`config.mk`:
```
export PLATFORM = sky130hd
export DESIGN_NAME = lmt_update_seq
export DESIGN_NICKNAME = d
export VERILOG_FILES = /design/src/rtl/lmt_update_seq.sv
export SDC_FILE = /design/constraint.sdc
export NUM_CORES = 1
export LEC_CHECK = 0
export BUFFER_PORTS_ARGS = -buffer_cell sky130_fd_sc_hd__buf_2
export CAP_MARGIN = 20
export CORE_ASPECT_RATIO = 1.75
export CORE_MARGIN = 2
export CORE_UTILIZATION = 30
export CTS_BUF_LIST = sky130_fd_sc_hd__clkbuf_8
export DETAILED_ROUTE_END_ITERATION = 12
export GPL_TIMING_DRIVEN = 0
export PLACE_DENSITY = 0.59
export SLEW_MARGIN = 30
export SYNTH_ARGS = -nofsm -noshare
export SYNTH_HDL_FRONTEND = slang
export SYNTH_SLANG_ARGS = --single-unit
```
`constraint.sdc`:
```
create_clock -name clk -period 2.08 [get_ports clk]
set_input_delay 0 -clock clk [delete_from_list [all_inputs] [get_ports clk]]
set_output_delay 0 -clock clk [all_outputs]
set_load 0.1 [all_outputs]
```
`src/rtl/lmt_update_seq.sv`:
```
// lmt_update_seq
//   Commits a fresh timestamp into the protected Last-Modification-Time (LMT)
//   region each time the attestation monitor raises upLMT. A free-running
//   counter is snapshotted on the request and written out as little-endian
//   16-bit words through a request/grant write port shared with the CPU bus.
//
// Ports
//   clk       : clock, all state updates on the rising edge
//   reset     : synchronous active-high reset, overrides every other input
//   upLMT     : update request level, acted on at its rising edge
//   mem_gnt   : write port grant from the bus arbiter
//   mem_req   : write port request (high in REQ)
//   mem_addr  : write byte address, LMT_BASE + 2*word index
//   mem_din   : write data, snapshot word selected by the word index
//   mem_wen   : write strobe, mem_req & mem_gnt
//   ts        : free-running timestamp counter
//   busy      : high whenever a commit is in progress
//   done      : one-cycle pulse after the last word is written
//   timeout   : one-cycle pulse when a commit is abandoned for lack of grant
module lmt_update_seq #(
  parameter logic [15:0] LMT_BASE  = 16'h0040,
  parameter int unsigned LMT_WORDS = 4,
  parameter int unsigned TS_WIDTH  = 64,
  parameter logic [15:0] WAIT_MAX  = 16'h00FF
) (
  input  logic                clk,
  input  logic                reset,
  input  logic                upLMT,
  input  logic                mem_gnt,
  output logic                mem_req,
  output logic [15:0]         mem_addr,
  output logic [15:0]         mem_din,
  output logic                mem_wen,
  output logic [TS_WIDTH-1:0] ts,
  output logic                busy,
  output logic                done,
  output logic                timeout
);

  localparam int unsigned IDX_W = (LMT_WORDS > 1) ? $clog2(LMT_WORDS) : 1;
  localparam logic [IDX_W-1:0] LAST_IDX = IDX_W'(LMT_WORDS - 1);

  typedef enum logic [1:0] {
    ST_IDLE,
    ST_REQ,
    ST_DONE,
    ST_ABORT
  } state_t;

  state_t              state;
  state_t              state_next;
  logic [TS_WIDTH-1:0] snap;
  logic [IDX_W-1:0]    idx;
  logic [15:0]         wait_cnt;
  logic                pend;
  logic                up_q;
  logic                rise;
  logic                start;
  logic                last_word;

  assign rise      = upLMT & ~up_q;
  assign last_word = (idx == LAST_IDX);

  // Address and data are pure functions of idx/snap, so they stay stable
  // through a stalled grant and fall back to LMT_BASE / 0 under reset.
  assign mem_addr = LMT_BASE + (16'(idx) << 1);
  assign mem_din  = snap[16*idx +: 16];
  assign mem_wen  = mem_req & mem_gnt;
  assign busy     = (state != ST_IDLE);

  always_comb begin
    state_next = state;
    start      = 1'b0;
    mem_req    = 1'b0;
    done       = 1'b0;
    timeout    = 1'b0;
    case (state)
      ST_IDLE: begin
        // A held-over request and a new rise in the same cycle start one commit.
        if (rise || pend) begin
          start      = 1'b1;
          state_next = ST_REQ;
        end
      end
      ST_REQ: begin
        mem_req = 1'b1;
        if (mem_gnt) begin
          if (last_word) state_next = ST_DONE;
        end else if (wait_cnt == WAIT_MAX - 16'd1) begin
          state_next = ST_ABORT;
        end
      end
      ST_DONE: begin
        done       = 1'b1;
        state_next = ST_IDLE;
      end
      ST_ABORT: begin
        timeout    = 1'b1;
        state_next = ST_IDLE;
      end
      default: state_next = ST_IDLE;
    endcase
  end

  always_ff @(posedge clk) begin
    if (reset) begin
      state    <= ST_IDLE;
      ts       <= '0;
      snap     <= '0;
      idx      <= '0;
      wait_cnt <= '0;
      pend     <= 1'b0;
      up_q     <= 1'b0;
    end else begin
      state <= state_next;
      up_q  <= upLMT;
      ts    <= ts + TS_WIDTH'(1);

      if (start) begin
        snap     <= ts;
        idx      <= '0;
        wait_cnt <= '0;
      end else if (state == ST_REQ) begin
        if (mem_gnt) begin
          wait_cnt <= '0;
          if (!last_word) idx <= idx + IDX_W'(1);
        end else begin
          wait_cnt <= wait_cnt + 16'd1;
        end
      end

      if (start) pend <= 1'b0;
      else if (rise && state != ST_IDLE) pend <= 1'b1;
    end
  end

endmodule

```
==> results.json <==
{
  "violations": "negative setup slack",
  "min_to": "up_q",
  "cts_sinks": 150,
  "crit_slowest_cell": "or4_1",
  "diodes": 0,
  "p_per_area_nw_per_um2": 633,
  "numCtsBuffers": 17,
  "synth_ff_type": "dfxtp_1",
  "worstMarginPinSlew_ps": 695,
  "htree_levels": 4,
  "wl_per_cell_um": 17.5,
  "mappedNetlistArea_sq_um": 6820,
  "area_delta_synth_final_pct": 28.2,
  "whs_path_depth": 3,
  "cts_tree": "built",
  "gp_congestion": 0.920,
  "ant_nets": 0,
  "status": "finished, violations left",
  "ios": 105,
  "r2r-start": "ts[1]",
  "dieArea_sq_um": 24000,
  "dp_hpwl_um": 17100,
  "crit_type": "reg -> reg",
  "synth_common_cells": "162 x nand2_1, 150 x dfxtp_1, 91 x a21oi_1, 64 x nor2_1, 38 x nand4_1",
  "drive_gt1_share_pct": 31.3,
  "finalSetupTns_ps": -49.1,
  "endpoint_kind": "flop",
  "overflow": 0,
  "rows": 73,
  "finalNetCount": 963,
  "maxCapViolCount": 0,
  "max_stage_delay_ps": 440,
  "crit_path_frequent_cell": "buf_4",
  "ys_seq_elements": 150,
  "grt_max_degree": 17,
  "finalSetupViolations": 3,
  "place.port_buffers": 90,
  "yosys.area_share.adder_pct": 0.734,
  "synth_top_area_share_pct": 44.0,
  "grtUsageTotal_pct": 18.6,
  "worstHoldPathType": "in -> reg",
  "clk_pin_slew_ps": 90,
  "die_w_um": 118,
  "timing.rr.end": "ts[57]",
  "synth_warnings": 0,
  "min_from": "upLMT",
  "drt_iter0_markers": 456,
  "fin_skew_ps": 17.7,
  "clock_path_buffers": 2,
  "vias_per_cell": 4.99,
  "synthCells": 802,
  "synth_compound_area_share_pct": 8.77,
  "fmax_ghz": 0.476,
  "synthMuxAreaShare_pct": 5.93,
  "reg2regPathDepth": 8,
  "clk-insertion-delay-late_ps": 470,
  "synth-xor-area-share_pct": 6.29,
  "slew_violations": 0,
  "required_ps": 2480,
  "nFillCells": 2336,
  "drc_errors": 0,
  "root_buffer": "clkbuf_8",
  "post-route-period-util_pct": 101,
  "start_kind": "flop",
  "syn_avg_cell_area_sq_um": 8.50,
  "synthArstFlopShare_pct": 0,
  "vias": 6326,
  "irDropWorstVdd_mv": 0.347,
  "netlist-cell-type-count": 46,
  "leakage_uw": 0.00328,
  "synth_edf_count": 0,
  "grt_pass1_wl_um": 34400,
  "hold_viol": 0,
  "ys_top_cells_by_area": "dfxtp_1 44%, nand2_1 8.9%, a21oi_1 6.7%",
  "finalCriticalPeriod_ps": 2100,
  "setup_ws_ps": -22.0,
  "rrSetupSlack_ps": -20,
  "finalWirelength_um": 22200,
  "path_max_fanout": 5,
  "yosys.cell_count.top_type": "nand2_1",
  "synthSimpleGateAreaFrac_pct": 29.6,
  "crit_chain": "buf_4 -> nand4_1 -> buf_4 -> nor3_4 -> buf_4 -> nand4_1 -> or4_1 -> a21oi_1",
  "initial_core_util_pct": 30.2,
  "yosysSeqAreaShare_pct": 44.0,
  "antenna_found_initial": 0,
  "cp_data_arrival_time_ps": 2500,
  "slew_headroom_pct": 53.7,
  "die_y_um": 203,
  "dr.pass1.iters": 6,
  "grt_pass1_vias": 6115,
  "synth_top_family_by_area": "simple AND/OR/NAND/NOR gates",
  "coreArea_sq_um": 22600,
  "yosysTopAreaCell": "dfxtp_1",
  "hold_ws_ps": 321,
  "rsz0062_at_grt": "true"
}
-- layout make-up --
type	count	area (sq um)	area share, %
plain buffers	51	284	3.25
repair buffers	129	785	8.97
clock buffers	18	248	2.83
inverters	7	30.0	0.343
multi-input cells	599	3700	42.3
flip-flops and latches	150	3200	36.6
clock inverters	14	126	1.45
well taps	300	375	4.29
-- worst max-delay path: cells and delay by family, from the launching register on --
family                 cells  cell delay (ps)
AOI/OAI and AO/OA          1              140
DFF                        1              370
buffers and inverters      3              510
and+or+nand+nor            4             1010
-- layer usage --
metal | routed length, um | GRT usage, % | vias to the layer above
met5 | 0 | 0 | -
met4 | 907 | 9.25 | 0
met3 | 919 | 3.30 | 50
met2 | 12100 | 35.2 | 191
met1 | 8290 | 19.4 | 2997
li1 | - | - | 3088
-- worst max path at each step --
stage / start / endpoint / cells past startpoint
2_1_floorplan: state[1] / wait_cnt[13] / 7
3_3_place_gp: ts[8] / ts[63] / 6
3_5_place_dp: ts[2] / ts[63] / 6
4_1_cts: ts[8] / ts[59] / 6
5_1_grt: ts[1] / ts[60] / 6
6_report: ts[1] / ts[57] / 8
-- placed cells by master, fill, tap and decap left out, types with 21 or more instances in the layout --
master    synthesis  layout
a21oi_1          91      86
buf_2             4      82
buf_4            15      54
clkbuf_1         35      24
dfxtp_1         150      87
dfxtp_4           0      46
nand2_1         162     162
nand3_1          29      26
nand4_1          38      38
nor2_1           64      63
o21ai_0          21      21
xor2_1           33      33
-- flip-flops by register name (all words and copies together) (netlist names) --
register / flops
up_q: 1
idx: 2
ts: 64
snap: 64
wait_cnt: 16
pend: 1
state: 2
-- logic make-up (layout without fill, tap and decap cells) --
| group | Yosys count | in the layout |
|---|---|---|
| AND/OR/NAND/NOR | 395 | 395 |
| buffers and inverters | 65 | 219 |
| AO/OA/AOI/OAI | 117 | 117 |
| flip-flops | 150 | 150 |
| other | 2 | 14 |
| adder cells (fa/ha/maj) | 4 | 4 |
| multiplexers | 20 | 20 |
| XOR/XNOR | 49 | 49 |
-- power by group --
| part | internal, uW | switching (uW) | total, uW |
|---|---|---|---|
| combinational | 106 | 408 | 514 |
| sequential | 2830 | 18.6 | 2840 |
| clock | 989 | 1190 | 2180 |
-- metrics by stage --
step           power (uW)  instance area [sq um]  utilization (%)  instances  setup WS (ps)
3_5_place_dp         3410                   7950             35.2       1204           -375
5_1_grt              5740                   8740             38.7       1268          -76.3
4_1_cts              5580                   8560             38.0       1254          -72.9
6_report             5540                   8740             38.7       1268          -22.0
2_1_floorplan        3320                   7120                -        814           -126
3_3_place_gp         3410                   7950             35.2       1204           -348
-- repair_timing --
action	CTS	global route
hold buffers	4	0
pin swaps	15	18
endpoints found under the setup margin	53	40
hold endpoints to repair	8	0
setup buffers	18	17
gates resized for setup	26	18
No activity file was read; power rests on OpenSTA's default activity.
